$ cat src/rtl/fetch_if.sv
`default_nettype none
// ============================================================================
// Module      : fetch_if
// Description : Bundles the fetch stage's redirect, instruction-memory and
//               decode-side handshake signals. The master modport is the
//               fetch unit; the slave modport is its environment.
// Revision    : 1.0 - initial release
// ============================================================================
interface fetch_if #(
    parameter int DATA_W = 16,
    parameter int ADDR_W = 16
) ();
    logic              pcwrite;
    logic [ADDR_W-1:0] pc;
    logic              mem_req;
    logic [ADDR_W-1:0] mem_addr;
    logic              mem_rvalid;
    logic [DATA_W-1:0] mem_rdata;
    logic              out_valid;
    logic              out_ready;
    logic [DATA_W-1:0] ir;
    logic [ADDR_W-1:0] currpc;
    logic [ADDR_W-1:0] newpc;

    modport master (
        input  pcwrite, pc, mem_rvalid, mem_rdata, out_ready,
        output mem_req, mem_addr, out_valid, ir, currpc, newpc
    );

    modport slave (
        output pcwrite, pc, mem_rvalid, mem_rdata, out_ready,
        input  mem_req, mem_addr, out_valid, ir, currpc, newpc
    );
endinterface
`default_nettype wire

$ cat src/rtl/fetch_unit.sv
`default_nettype none
// ============================================================================
// Module      : fetch_unit
// Description : Instruction fetch stage. Keeps its own fetch PC, issues one
//               outstanding word request at a time to a variable-latency
//               memory, and queues {instr, pc} for decode. A redirect flushes
//               the queue and discards any response still in flight.
// Revision    : 1.0 - initial release
// ============================================================================
module fetch_unit #(
    parameter int DATA_W    = 16,
    parameter int ADDR_W    = 16,
    parameter int PC_STEP   = 2,
    parameter int RESET_PC  = 0,
    parameter int BUF_DEPTH = 2
) (
    input  logic      clk,
    input  logic      rst,
    fetch_if.master   bus
);

    localparam int PTR_W = (BUF_DEPTH > 1) ? $clog2(BUF_DEPTH) : 1;
    localparam int CNT_W = $clog2(BUF_DEPTH + 1);

    localparam logic [CNT_W-1:0]  c_depth    = CNT_W'(BUF_DEPTH);
    localparam logic [PTR_W-1:0]  c_last     = PTR_W'(BUF_DEPTH - 1);
    localparam logic [ADDR_W-1:0] c_step     = ADDR_W'(PC_STEP);
    localparam logic [ADDR_W-1:0] c_reset_pc = ADDR_W'(RESET_PC);

    // FETCH: idle; WAIT: live request out; DRAIN: stale request out
    typedef enum logic [1:0] {
        S_FETCH = 2'd0,
        S_WAIT  = 2'd1,
        S_DRAIN = 2'd2
    } state_t;

    state_t            r_state;
    state_t            w_state_nxt;
    logic [ADDR_W-1:0] r_fpc;
    logic [DATA_W-1:0] r_instr [BUF_DEPTH];
    logic [ADDR_W-1:0] r_pcq   [BUF_DEPTH];
    logic [PTR_W-1:0]  r_wptr;
    logic [PTR_W-1:0]  r_rptr;
    logic [CNT_W-1:0]  r_count;

    logic w_req;
    logic w_push;
    logic w_pop;
    logic w_valid;

    // A request only goes out when a queue slot is guaranteed for its data,
    // so a push can never overflow. Held low during reset.
    assign w_req   = !rst && (r_state == S_FETCH) && (r_count < c_depth) && !bus.pcwrite;
    assign w_push  = (r_state == S_WAIT) && bus.mem_rvalid && !bus.pcwrite;
    assign w_valid = (r_count != '0);
    assign w_pop   = w_valid && bus.out_ready;

    assign bus.mem_req   = w_req;
    assign bus.mem_addr  = r_fpc;
    assign bus.out_valid = w_valid;
    assign bus.ir        = w_valid ? r_instr[r_rptr] : '0;
    assign bus.currpc    = w_valid ? r_pcq[r_rptr] : '0;
    assign bus.newpc     = w_valid ? (r_pcq[r_rptr] + c_step) : '0;

    // State register
    always_ff @(posedge clk or posedge rst) begin
        if (rst) begin
            r_state <= S_FETCH;
        end else begin
            r_state <= w_state_nxt;
        end
    end

    // Next-state: a response always closes the outstanding request; a
    // redirect without a response turns the live request stale.
    always_comb begin
        w_state_nxt = r_state;
        case (r_state)
            S_FETCH: begin
                if (w_req) begin
                    w_state_nxt = S_WAIT;
                end
            end
            S_WAIT: begin
                if (bus.mem_rvalid) begin
                    w_state_nxt = S_FETCH;
                end else if (bus.pcwrite) begin
                    w_state_nxt = S_DRAIN;
                end
            end
            S_DRAIN: begin
                if (bus.mem_rvalid) begin
                    w_state_nxt = S_FETCH;
                end
            end
            default: w_state_nxt = S_FETCH;
        endcase
    end

    // Fetch PC: redirect wins, otherwise advance once per accepted response
    always_ff @(posedge clk or posedge rst) begin
        if (rst) begin
            r_fpc <= c_reset_pc;
        end else if (bus.pcwrite) begin
            r_fpc <= bus.pc;
        end else if (w_push) begin
            r_fpc <= r_fpc + c_step;
        end
    end

    // Queue occupancy and pointers; a redirect empties the queue outright
    always_ff @(posedge clk or posedge rst) begin
        if (rst) begin
            r_count <= '0;
            r_wptr  <= '0;
            r_rptr  <= '0;
        end else if (bus.pcwrite) begin
            r_count <= '0;
            r_wptr  <= '0;
            r_rptr  <= '0;
        end else begin
            if (w_push) begin
                r_wptr <= (r_wptr == c_last) ? '0 : r_wptr + PTR_W'(1);
            end
            if (w_pop) begin
                r_rptr <= (r_rptr == c_last) ? '0 : r_rptr + PTR_W'(1);
            end
            if (w_push && !w_pop) begin
                r_count <= r_count + CNT_W'(1);
            end else if (w_pop && !w_push) begin
                r_count <= r_count - CNT_W'(1);
            end
        end
    end

    // Queue storage; contents are only visible through the valid-gated head
    always_ff @(posedge clk) begin
        if (w_push) begin
            r_instr[r_wptr] <= bus.mem_rdata;
            r_pcq[r_wptr]   <= r_fpc;
        end
    end

endmodule
`default_nettype wire

$ cat src/flat_wrapper.sv
// flat-port wrapper written by rule: the top's interface ports become plain ports
module fetch_unit_flat 
#(
    parameter int DATA_W    = 16,
    parameter int ADDR_W    = 16,
    parameter int PC_STEP   = 2,
    parameter int RESET_PC  = 0,
    parameter int BUF_DEPTH = 2
)
  (clk, rst, bus_pcwrite, bus_pc, bus_mem_rvalid, bus_mem_rdata, bus_out_ready, bus_mem_req, bus_mem_addr, bus_out_valid, bus_ir, bus_currpc, bus_newpc);
  fetch_if #(.DATA_W(DATA_W), .ADDR_W(ADDR_W)) bus_i ();
  input  logic clk;
  input  logic rst;
  input wire logic [$bits(bus_i.pcwrite)-1:0] bus_pcwrite;
  input wire logic [$bits(bus_i.pc)-1:0] bus_pc;
  input wire logic [$bits(bus_i.mem_rvalid)-1:0] bus_mem_rvalid;
  input wire logic [$bits(bus_i.mem_rdata)-1:0] bus_mem_rdata;
  input wire logic [$bits(bus_i.out_ready)-1:0] bus_out_ready;
  output wire logic [$bits(bus_i.mem_req)-1:0] bus_mem_req;
  output wire logic [$bits(bus_i.mem_addr)-1:0] bus_mem_addr;
  output wire logic [$bits(bus_i.out_valid)-1:0] bus_out_valid;
  output wire logic [$bits(bus_i.ir)-1:0] bus_ir;
  output wire logic [$bits(bus_i.currpc)-1:0] bus_currpc;
  output wire logic [$bits(bus_i.newpc)-1:0] bus_newpc;
  assign bus_i.pcwrite = bus_pcwrite;
  assign bus_i.pc = bus_pc;
  assign bus_i.mem_rvalid = bus_mem_rvalid;
  assign bus_i.mem_rdata = bus_mem_rdata;
  assign bus_i.out_ready = bus_out_ready;
  assign bus_mem_req = bus_i.mem_req;
  assign bus_mem_addr = bus_i.mem_addr;
  assign bus_out_valid = bus_i.out_valid;
  assign bus_ir = bus_i.ir;
  assign bus_currpc = bus_i.currpc;
  assign bus_newpc = bus_i.newpc;
  fetch_unit #(.DATA_W(DATA_W), .ADDR_W(ADDR_W), .PC_STEP(PC_STEP), .RESET_PC(RESET_PC), .BUF_DEPTH(BUF_DEPTH)) u_core (.clk(clk), .rst(rst), .bus(bus_i));
endmodule
$ cat config.mk
export PLATFORM = sky130hd
export DESIGN_NAME = fetch_unit_flat
export DESIGN_NICKNAME = d
export VERILOG_FILES = /design/src/rtl/fetch_if.sv /design/src/rtl/fetch_unit.sv /design/src/flat_wrapper.sv
export SDC_FILE = /design/constraint.sdc
export NUM_CORES = 1
export LEC_CHECK = 0
export ABC_AREA = 1
export CAP_MARGIN = 20
export CORE_UTILIZATION = 40
export DETAILED_ROUTE_END_ITERATION = 16
export PLACE_DENSITY_LB_ADDON = 0.12
export SYNTH_ARGS = -nofsm -noshare
export SYNTH_HDL_FRONTEND = slang
export SYNTH_SLANG_ARGS = --single-unit
$ cat constraint.sdc
create_clock -name clk -period 3.4 [get_ports clk]
set_clock_uncertainty 0.1 [all_clocks]
set_input_delay 0.34 -clock clk [delete_from_list [all_inputs] [get_ports clk]]
set_output_delay 0.34 -clock clk [all_outputs]
set_load 0.1 [all_outputs]
==> run summary <==
clock buffer depth -> 2
Std-Cell Rows -> 37
worst vdd rail ir drop -> 880.3 uV
number of nets produced by synthesis -> 534
Iteration-0 DRC Markers -> 128
net total in the final layout -> 639
Least-Margin Pin Slew -> 982.6 ps
total detailed-routing wirelength -> 9945 um
# hold bufs at CTS -> 0
post-CTS setup buffers -> 0
CP Max Fanout -> 41
final cell area excluding filler cells -> 6002 um2
Max-Cap Viols -> 0
total routing resource utilization after global routing -> 18.77%
CTS tree -> built
total of warnings raised by yosys -> 0
total congestion overflow -> 0
Layout area overhead -> 39.29%
Placed Instances -> 725
maximum number of pins on one net before global-route repair -> 42
final-report max-slew violation count -> 0
count of antenna-violating nets left after detailed routing -> 0
area enclosed by the die boundary -> 11190 um2
Cells after Synth -> 495
share of the synthesized area in the top cell type -> 44.60%
worst setup path category -> reg2out
global placer's final weighted congestion -> 0.8812
CTS resizes -> 0
Clk Latency, worst-skew pair -> 360 ps
average wire per standard cell -> 13.42 um
DRC Markers -> 0
antenna diode count -> 0
part of the Yosys area used for sequential elements -> 57.38%
power after layout -> 5618 uW
timing-limited maximum frequency -> 341.3 MHz
Hold Path Class -> in2async
run status -> complete, no violations
most frequent standard cell in the layout excluding fill and tap cells -> nand2_1
overall die width -> 105.8 um
maximum level of the CTS H-tree -> 3
Final Non-Filler Cells -> 741
most frequent cells in the layout -> nand2_1, edfxtp_1, inv_1
Worst-path clk slew -> 80 ps
Placed Area -> 5823 um2
unrepaired setup endpoints after global routing -> no
via total after detailed routing -> 3577
synthesized area divided by synthesized cell count -> 8.705 um2
time the final worst path needs with I/O delays and setup -> 2930 ps
post-layout utilization of the core -> 57.88%
number of buffers inserted by port buffering -> 102
static power due to leakage -> 0.002536 uW
top area cells in the synthesized netlist -> edfxtp_1, nand2_1, dfrtp_1
wire length of the first global-routing pass -> 16540 um
setup-violating endpoint count in the final report -> 0
number of antenna violations at the first check in global routing -> 0
Sinks on Clock Net -> 86
library cell with the largest summed area after synthesis -> edfxtp_1
number of global-route vias before repair -> 3460
detailed-routing iteration count for the pre-antenna-repair pass -> 5
Data arrival, critical path -> 2490 ps
HPWL after detailed placement -> 7305 um
fraction of layout cells with a size suffix above 1 -> 16.03%
element type at the critical path start -> flop
root buffer selected by CTS -> clkbuf_8
critical path data required time -> 2960 ps
number of synthesized register bits -> 86
mean number of vias per cell -> 4.827
initial standard-cell utilization of the core -> 41.55%
type of destination of the critical path -> output pin
setup tns final -> 0 ps
Chip Height -> 105.8 um
I/O pin cnt -> 103
area of the placeable core -> 10370 um2
power density over cell area -> 936.0 nW/um2
post-synthesis instance area -> 4309 um2
final clock period utilization by the worst path -> 86.17%
number of buffers added by the clock tree synthesis step -> 9
final count of hold timing violations -> 0
Slew HR -> 34.29%
Synth cell types -> 32
path summary, 6_finish.rpt:
kind                       cells past startpoint  slack [ps]         startpoint                 endpoint
setup reg to reg                               4        1430  u_core.r_state[1]       u_core.r_pcq[0][9]
max in group asynchronous                      3        2750                rst   u_core.bus.mem_addr[3]
min in group clk                               1         420  u_core.r_count[0]        u_core.r_count[0]
setup / recovery                              11         470      u_core.r_rptr            bus_newpc[15]
hold / removal                                 3         220                rst  u_core.bus.mem_addr[10]
hold reg to reg                                1         420  u_core.r_count[0]        u_core.r_count[0]
state kept, by name, summed over array words and instances (netlist names):
signal,cells
u_core.r_pcq,32
u_core.r_rptr,1
u_core.r_instr,32
u_core.bus.mem_addr,16
u_core.r_count,2
u_core.r_wptr,1
u_core.r_state,2
metrics by stage:
stage	hold slack, ps	worst slack [ps]
floorplan	237.6	5.894
global placement	398.7	878.6
detailed placement	408.6	809.6
global route	247.9	187.4
finish	217.1	470.1
CTS	215.0	409.2
where the power goes:
part           internal, uW  switching [uW]  leakage (uW)
Clock                   305             344     0.0000857
Combinational          1010            2690       0.00160
Sequential             1200            72.5      0.000850
Total                  2510            3110       0.00254
cell families after synthesis:
logic type,count (synthesis),share of synthesized area [%]
adder cells (fa/ha/maj),2,0.5806
flip-flops,86,57.38
XOR/XNOR,8,1.626
AND/OR/NAND/NOR,265,25.90
buffers and inverters,78,7.375
AO/OA/AOI/OAI,56,7.143
area by class of cell:
class | count | area, um2
inverter | 62 | 232.7
clock buffer | 13 | 158.9
sequential | 86 | 2472
timing repair buffer | 110 | 1394
fill | 921 | 4368
clock inverter | 3 | 20.02
multi-input combinational | 331 | 1554
tap | 136 | 170.2
metal layers:
metal,track usage (%),vias up,share of wire [%]
met2,29.97,123,48
met5,0,-,0
li1,-,1815,-
met3,4.391,8,5.4
met4,7.044,0,0.94
met1,24.82,1631,46
worst max-delay path: stages (launching register included):
cell,delay [ps]
dfrtp_1,360
buf_4,370
nand2_1,130
nand2_1,150
ha_1,170
inv_1,60
nor2_4,140
nand3_1,130
o21bai_1,160
nand2_1,60
nor2_1,170
buf_12,200
synthesized netlist by cell type (all sizes together):
master / instances
ha: 2
nand2: 171
nor3: 4
xor2: 3
edfxtp: 64
nand3b: 1
nand3: 26
buf: 13
a31oi: 2
o221ai: 1
inv: 60
clkinv: 2
o21ai: 15
o211ai: 4
dfrtp: 22
o21bai: 2
o31ai: 1
nor2: 55
clkbuf: 3
nand4: 8
a21oi: 31
xnor2: 5
Power figures use the tool's default switching activity.
